--- src/rtl/matrix_dot_sequencer.sv ---
// matrix_dot_sequencer: buffers one job of A/B operand beats, then streams
// them back-to-back into a downstream MatrixMul*Cores dot-product core.
// After streaming it adds one zero-product DRAIN cycle, captures the
// core's result and holds it until the consumer accepts it.
// Optional feature: define MATRIX_SEQ_CYCLE_CNT_EN to add OUT_CYCLES, a
// 16-bit saturating count of the START-high cycles of the job.
//
// Handshakes: a beat transfers on a rising edge where IN_VALID && IN_READY;
// a result transfers on a rising edge where OUT_VALID && OUT_READY. Once
// OUT_VALID is raised, it and OUT_DATA stay unchanged until the transfer.
module matrix_dot_sequencer #(
  parameter int DWIDTH = 32,
  parameter int LANES  = 1,
  parameter int DEPTH  = 16
) (
  input  logic                    CLOCK,
  input  logic                    RESET,
  input  logic                    IN_VALID,
  output logic                    IN_READY,
  input  logic [LANES*DWIDTH-1:0] IN_A,
  input  logic [LANES*DWIDTH-1:0] IN_B,
  input  logic                    IN_LAST,
  output logic                    START,
  output logic [LANES*DWIDTH-1:0] STREAM_A,
  output logic [LANES*DWIDTH-1:0] STREAM_B,
  input  logic [DWIDTH-1:0]       STREAM_O,
  output logic                    OUT_VALID,
  input  logic                    OUT_READY,
`ifdef MATRIX_SEQ_CYCLE_CNT_EN
  output logic [15:0]             OUT_CYCLES,
`endif
  output logic [DWIDTH-1:0]       OUT_DATA
);

  localparam int AW = $clog2(DEPTH);
  localparam int CW = AW + 1;
  localparam int BW = LANES * DWIDTH;

  typedef enum logic [1:0] {
    LOAD   = 2'd0,
    STREAM = 2'd1,
    DRAIN  = 2'd2,
    HOLD   = 2'd3
  } state_t;

  state_t        r_state;
  logic [CW-1:0] r_cnt;
  logic [CW-1:0] r_n;
  logic [CW-1:0] r_rp;
  logic [BW-1:0] r_buf_a [DEPTH];
  logic [BW-1:0] r_buf_b [DEPTH];
  logic          r_in_ready;
  logic          r_start;
  logic [BW-1:0] r_stream_a;
  logic [BW-1:0] r_stream_b;
  logic          r_out_valid;
  logic [DWIDTH-1:0] r_out_data;

  logic          w_accept;
  logic          w_last_beat;
  logic [CW-1:0] w_rp_next;

  assign w_accept    = (r_state == LOAD) && IN_VALID && r_in_ready;
  assign w_last_beat = IN_LAST || (r_cnt == CW'(DEPTH - 1));
  assign w_rp_next   = r_rp + CW'(1);

  // Operand buffer: plain storage, written only by accepted beats.
  always_ff @(posedge CLOCK) begin
    if (w_accept) begin
      r_buf_a[r_cnt[AW-1:0]] <= IN_A;
      r_buf_b[r_cnt[AW-1:0]] <= IN_B;
    end
  end

  // Job FSM with registered outputs; the stream word for the next cycle is
  // prefetched so STREAM_A/B come straight from flops.
  always_ff @(posedge CLOCK) begin
    if (RESET) begin
      r_state     <= LOAD;
      r_cnt       <= '0;
      r_n         <= '0;
      r_rp        <= '0;
      r_in_ready  <= 1'b1;
      r_start     <= 1'b0;
      r_stream_a  <= '0;
      r_stream_b  <= '0;
      r_out_valid <= 1'b0;
      r_out_data  <= '0;
    end else begin
      case (r_state)
        LOAD: begin
          if (w_accept) begin
            r_cnt <= r_cnt + CW'(1);
            if (w_last_beat) begin
              r_state    <= STREAM;
              r_n        <= r_cnt + CW'(1);
              r_rp       <= '0;
              r_in_ready <= 1'b0;
              r_start    <= 1'b1;
              // A one-beat job is being written this very edge, so bypass.
              if (r_cnt == '0) begin
                r_stream_a <= IN_A;
                r_stream_b <= IN_B;
              end else begin
                r_stream_a <= r_buf_a[0];
                r_stream_b <= r_buf_b[0];
              end
            end
          end
        end
        STREAM: begin
          r_rp <= w_rp_next;
          if (w_rp_next == r_n) begin
            r_state    <= DRAIN;
            r_stream_a <= '0;
            r_stream_b <= '0;
          end else begin
            r_stream_a <= r_buf_a[w_rp_next[AW-1:0]];
            r_stream_b <= r_buf_b[w_rp_next[AW-1:0]];
          end
        end
        DRAIN: begin
          r_state     <= HOLD;
          r_start     <= 1'b0;
          r_out_data  <= STREAM_O;
          r_out_valid <= 1'b1;
        end
        HOLD: begin
          if (OUT_READY) begin
            r_state     <= LOAD;
            r_cnt       <= '0;
            r_out_valid <= 1'b0;
            r_in_ready  <= 1'b1;
          end
        end
        default: r_state <= LOAD;
      endcase
    end
  end

`ifdef MATRIX_SEQ_CYCLE_CNT_EN
  logic [15:0] r_cycles;

  // START-high cycle counter: cleared when a job starts streaming,
  // saturating at all-ones.
  always_ff @(posedge CLOCK) begin
    if (RESET) begin
      r_cycles <= '0;
    end else if (w_accept && w_last_beat) begin
      r_cycles <= '0;
    end else if (r_start && (r_cycles != 16'hFFFF)) begin
      r_cycles <= r_cycles + 16'd1;
    end
  end

  assign OUT_CYCLES = r_cycles;
`endif

  assign IN_READY  = r_in_ready;
  assign START     = r_start;
  assign STREAM_A  = r_stream_a;
  assign STREAM_B  = r_stream_b;
  assign OUT_VALID = r_out_valid;
  assign OUT_DATA  = r_out_data;

endmodule
--- config.mk ---
export PLATFORM = sky130hd
export DESIGN_NAME = matrix_dot_sequencer
export DESIGN_NICKNAME = d
export VERILOG_FILES = /design/src/rtl/matrix_dot_sequencer.sv
export SDC_FILE = /design/constraint.sdc
export NUM_CORES = 1
export LEC_CHECK = 0
export BUFFER_PORTS_ARGS = -buffer_cell sky130_fd_sc_hd__buf_2
export CORE_MARGIN = 1.5
export CORE_UTILIZATION = 60
export CTS_CLUSTER_DIAMETER = 100
export DETAILED_ROUTE_END_ITERATION = 8
export GPL_ROUTABILITY_DRIVEN = 0
export PLACE_DENSITY = 0.78
export RECOVER_POWER = 25
export SLEW_MARGIN = 5
export SYNTH_ARGS = -nofsm -noshare
export SYNTH_HDL_FRONTEND = slang
export SYNTH_SLANG_ARGS = --single-unit
--- constraint.sdc ---
create_clock -name CLOCK -period 11.9 [get_ports CLOCK]
set_input_delay 1.785 -clock CLOCK [delete_from_list [all_inputs] [get_ports CLOCK]]
set_output_delay 1.785 -clock CLOCK [all_outputs]
set_load 0.01 [all_outputs]
After elaboration in Yosys (flattened, before gate mapping)
Memories as Yosys holds them, arrays and structs flattened.
Index checks and enable logic that the tools add are counted.
{ "totals": {"mem_bits_rw": 1024, "register_bits": 116, "elab_cells": 71, "out_inout_bits": 99, "memories": 2, "in_bits": 101} }
{ "op_classes": {"n_reduce_logical": 16, "eq_ne": 9, "mux": 32, "add_sub_neg": 2} }
{ "memory_table": {"columns": ["name", "depth", "word_bits", "rd", "rd_ports_with_merged_regs", "wr", "line", "rtl"], "rows": [
  ["r_buf_a", 16, 32, 2, 0, 1, "50", "logic [BW-1:0] r_buf_a [DEPTH];"],
  ["r_buf_b", 16, 32, 2, 0, 1, "51", "logic [BW-1:0] r_buf_b [DEPTH];"]
]} }
{ "op_table": {"columns": ["op", "n"], "rows": [
  ["32-bit two-way mux", 8],
  ["32-bit one-hot mux with 2 select lines", 2],
  ["5-bit two-way mux", 4],
  ["5-bit one-hot mux with 2 select lines", 2],
  ["3-bit AND reduction", 4],
  ["5-bit by 1-bit adder with 5-bit output (second input constant)", 2],
  ["1-bit two-way mux", 8],
  ["2-bit two-way mux", 4],
  ["2-bit inequality test (second input constant)", 4],
  ["2-bit one-hot mux with 4 select lines", 1],
  ["4-bit AND reduction", 2],
  ["2-bit nonzero test", 4],
  ["1-bit one-hot mux with 2 select lines", 3],
  ["5-bit by 4-bit equality test with 1-bit output (second input constant)", 1],
  ["5-bit equality test", 1],
  ["5-bit zero test", 1],
  ["2-bit equality test (second input constant)", 2],
  ["2-bit by 1-bit equality test with 1-bit output (second input constant)", 1],
  ["1-bit logical AND", 2],
  ["2-bit zero test", 1],
  ["2-bit AND reduction", 1],
  ["1-bit logical OR", 1]
]} }

Logic depth before layout (Yosys ltp)
{ "depth": {"word_depth": 5, "mapped_depth": 11, "ltp_nobuf": 8} }

Least setup slack after synthesis
OpenSTA, ideal clock, no wires.
{ "synth_path": {"kind": "input to register", "start": "input port IN_VALID", "end": "memory r_buf_a[3][0] in the netlist's numbering, enable pin", "stages": 3, "t_required_ps": 11335, "n_path_buf": 0, "path_slack_ps": 4864, "setup_ps": 565, "t_arrival_ps": 6472, "path_cell_list": "and3_1 > nand2_1 > nor3_1"} }
{ "synth_between": {"elab_chain_cells": 4} }
{ "synth_rtl": {"columns": ["item", "line", "rtl"], "rows": [
  ["start, declared", "18", "input logic IN_VALID,"],
  ["1-bit logical AND (2 in series)", "63", "assign w_accept = (r_state == LOAD) && IN_VALID && r_in_ready;"],
  ["1-bit two-way mux", "69", "if (w_accept) begin"],
  ["1-bit two-way mux (not written as such)", "70", "r_buf_a[r_cnt[AW-1:0]] <= IN_A;"],
  ["end, declared", "50", null]
]} }
Every way passes these cells.

Worst setup path after layout
{ "layout_path": {"start": "register r_rp[0]", "end": "register r_stream_a[10] (netlist: STREAM_A[10])"} }
{ "layout_between": {"elab_chain_cells": 4, "elab_cells_between_ends": 5, "classes_between": "add/sub (1); eq/ne (1); mux (2); memory (1)"} }
{ "layout_rtl": {"columns": ["item", "line", "rtl"], "rows": [
  ["start, declared", "49", "logic [CW-1:0] r_rp;"],
  ["start signal, assigned", "112", "r_rp <= w_rp_next;"],
  ["5-bit by 1-bit adder with 5-bit output *", "65", "assign w_rp_next = r_rp + CW'(1);"],
  ["memory read 16 x 32 bit / 5-bit equality test (equally long branches)", null, null],
  ["32-bit two-way mux *", "113", "if (w_rp_next == r_n) begin"],
  ["32-bit one-hot mux with 2 select lines *", "90", "case (r_state)"],
  ["end signal, assigned", "105", "r_stream_a <= r_buf_a[0];"],
  ["end signal, assigned", "118", "r_stream_a <= r_buf_a[w_rp_next[AW-1:0]];"],
  ["end, declared", "54", "logic [BW-1:0] r_stream_a;"]
]} }
Every way passes the cells marked *; elsewhere a longest branch is shown, timed or not.
A chain may end at the register's enable or synchronous reset.

==> impl_metrics.tcl <==
set metrics [dict create \
    synth_enable_flop_cells 1024 \
    design.final.nets 2704 \
    track_usage 0.287 \
    skew_ps 28.7 \
    tritoncts "built" \
    synthesis.instances 2394 \
    cts-root-buf "clkbuf_16" \
    critPathCaptureType "flip-flop" \
    power_density_mw_per_mm2 202 \
    firstDrtPassIters 5 \
    final_layout_size_suffix_gt1_frac 0.240 \
    crit_top_cell "nor2_1" \
    row_count 100 \
    average_size_of_a_mapped_cell_um2 18.7 \
    place_ws_ps 7290 \
    start_util 0.605 \
    source_to_sink_clock_delay_at_the_later_pin_of_the_worst_skew_pair_ps 670 \
    starting_drt_drc_count 2933 \
    cellLeakagePower_nw 16.2 \
    fillCellCount 4538 \
    postSynth.asyncResetShare 0 \
    worstHoldPathType "flip-flop to flip-flop" \
    grt_max_degree 159 \
    global_route_wire_length_before_repair_mm 161 \
    pin_count 200 \
    flow.area_growth_from_synthesis_pct 12.0 \
    ir_worst_vdd_mv 0.114 \
    htree_levels 3 \
    grt_pass1_vias 25100 \
    chipHeight_um 276 \
    grt_setup_unrepaired "false" \
    cp.arrival_ps 4870 \
    outcome "finished, final reports clean" \
    worst_path_largest_cell_delay_ps 970 \
    layout.area.seq_mm2 0.0331 \
    crit_type "flip-flop to flip-flop" \
    design.core.area_mm2 0.0742 \
    port-buffer-count 199 \
    clkTransAtPathRegs_ps 60 \
    antenna_found_initial 14 \
    cp_slowest_cell "buf_4" \
    dr_total_vias 24700 \
    setup_slack_ps 7610 \
    max_cap_viol_count 0 \
    max_slew_margin_vs_limit 0.236 \
    hold_violations 0 \
    critical_path.top_delay_family "buffers and inverters" \
    setup_violations 0 \
    detail_route.vias_per_cell 6.74 \
    routed_wire_length_per_instance_um 29.9 \
    clock_tree.buffer_depth 3 \
    cts.hold.buffers_added 0 \
    required_worst_endpoint_ps 12480 \
    antenna_violating_nets_post_route 0 \
    timing.critical_path.cells "ha_4 -> buf_12 -> buf_4 -> mux4_2 -> nor2_1 -> nor2_1 -> o22ai_1 -> o31ai_1" \
    final.min_clock_period_ps 4290 \
    multiInputGateArea_mm2 0.0110 \
    timing_max_transition_violations_final 0 \
    critPathMaxFanout 158 \
    yosys_register_bits 1140 \
    die_width_um 276 \
    ys_seq_area_frac 0.737 \
    cp_bufs_invs 2 \
    netlist_cell_types 43 \
    final.setup.tns_ps 0 \
    drt_wl_total_mm 109 \
    cts_buffers 108 \
    clock_sink_count 1140 \
    ys_warn_count 0 \
    dpl.hpwl_mm 52.2 \
    post_cts_resize_count 0 \
    fp.dieArea_mm2 0.0764 \
    post-cts-setup-buffers 0 \
    worst_slew_pin_slew_ps 1140 \
    post_synth_instance_area_mm2 0.0449 \
    globalRouteOverflowTotal 0 \
    synth.net_count 2506 \
    fin_cells 3661 \
    max_fclk_ghz 0.233 \
    post_route_fraction_of_the_period_consumed_by_the_critical_path 0.361 \
    numPlacedInstances 3451 \
    post-route-drc-count 0 \
    critical_path.startpoint_type "flip-flop" \
    yosys_most_used_dff "edfxtp_1" \
]
-- synth_stat cells, types with 2 or more instances --
library cell     n  area share
o22ai_1        128       0.018
edfxtp_1      1024        0.69
o31ai_1         65       0.011
or3_1           67      0.0093
inv_1            7     0.00059
nor2b_1          4     0.00056
a21o_1          65       0.011
nand3_1          4     0.00045
and3_1           2     0.00028
xnor2_1          8      0.0016
nand2b_1         5     0.00070
nor3_1           9      0.0010
clkbuf_1        46      0.0038
mux4_2         256        0.13
buf_1           12      0.0010
xor2_1           3     0.00059
buf_12           6      0.0027
a31oi_4          2     0.00095
nor2_1         254       0.021
o21ai_0          5     0.00056
nand2_1         74      0.0062
buf_6           10      0.0025
a211oi_1         4     0.00067
a21oi_1         12      0.0013
xor2_2           2     0.00073
ha_1            11      0.0031
buf_4           21      0.0035
mux2i_1         98       0.022
buf_2           61      0.0068
dfxtp_1        116       0.052
-- routing by layer --
| layer | up-vias | track usage | wire length (µm) |
|---|---|---|---|
| met4 | 14 | 0.107 | 3760 |
| met3 | 294 | 0.0596 | 12600 |
| met2 | 1700 | 0.466 | 53500 |
| met1 | 12600 | 0.390 | 39500 |
| met5 | - | 0 | 98 |
| li1 | 10100 | - | - |
-- report_power, final --
| group | total [mW] | leakage, nW | switching, mW | internal (mW) |
|---|---|---|---|---|
| clock network | 3.46 | 1.73 | 1.47 | 1.99 |
| registers | 4.75 | 10.2 | 0.145 | 4.60 |
| logic | 1.94 | 4.25 | 1.15 | 0.798 |
-- worst min-delay path: cells and delay by family, from the launching register on --
family	cells	cell delay [ps]
muxes	1	70
DFF	1	320
and+or+nand+nor	1	70
-- area by class of cell --
cell class,count,area share
Clock inverter,70,0.0140
Tap cell,969,0.0241
Timing Repair Buffer,244,0.0262
Antenna cell,6,0.000299
Multi-Input combinational cell,1091,0.219
Sequential cell,1140,0.658
Inverter,7,0.000523
Clock buffer,134,0.0570
-- state kept, by name, indices dropped and copies added (netlist names), 2 cells and up --
| signal | cells |
|---|---|
| r_n | 5 |
| r_buf_a | 512 |
| OUT_DATA | 32 |
| r_rp | 5 |
| r_cnt | 5 |
| STREAM_A | 32 |
| STREAM_B | 32 |
| r_state | 2 |
| r_buf_b | 512 |
-- path summary, 6_finish.rpt --
kind | start | slack, ps | end | depth (start not counted)
min | OUT_DATA[7]$_SDFFE_PP0P_ | 490 | OUT_DATA[7]$_SDFFE_PP0P_ | 2
min reg2reg | OUT_DATA[7]$_SDFFE_PP0P_ | 490 | OUT_DATA[7]$_SDFFE_PP0P_ | 2
max reg2reg | r_rp[0]$_SDFFE_PP0P_ | 7610 | STREAM_A[10]$_SDFFE_PP0P_ | 8
max | r_rp[0]$_SDFFE_PP0P_ | 7610 | STREAM_A[10]$_SDFFE_PP0P_ | 8
-- layout by cell type (no fill, tap or decap), types with 65 or more instances in the layout --
master / count
o22ai_1: 128
mux4_2: 256
o31ai_1: 65
or3_1: 67
edfxtp_1: 1024
clkbuf_1: 69
clkbuf_16: 110
mux2i_1: 98
buf_2: 151
nand2_1: 74
dfxtp_1: 115
nor2_1: 242
-- metrics by stage --
step                hold WS [ps]  utilization  total power, mW  instance area (µm²)
floorplan                    470            -             6.19                44900
global placement             466        0.630             6.67                46700
detailed placement           481        0.630             6.74                46700
CTS                          496        0.678             10.2                50300
global route                 524        0.677             10.5                50200
finish                       491        0.677             10.2                50200
-- cell families after synthesis --
group / synth area share
DFF: 0.737
and+or+nand+nor: 0.0408
muxes: 0.150
AOI/OAI and AO/OA: 0.0447
buffers and inverters: 0.0209
xor gates and xnor gates: 0.00287
adders and majority gates: 0.00307
(Power assumes the default switching activity.)
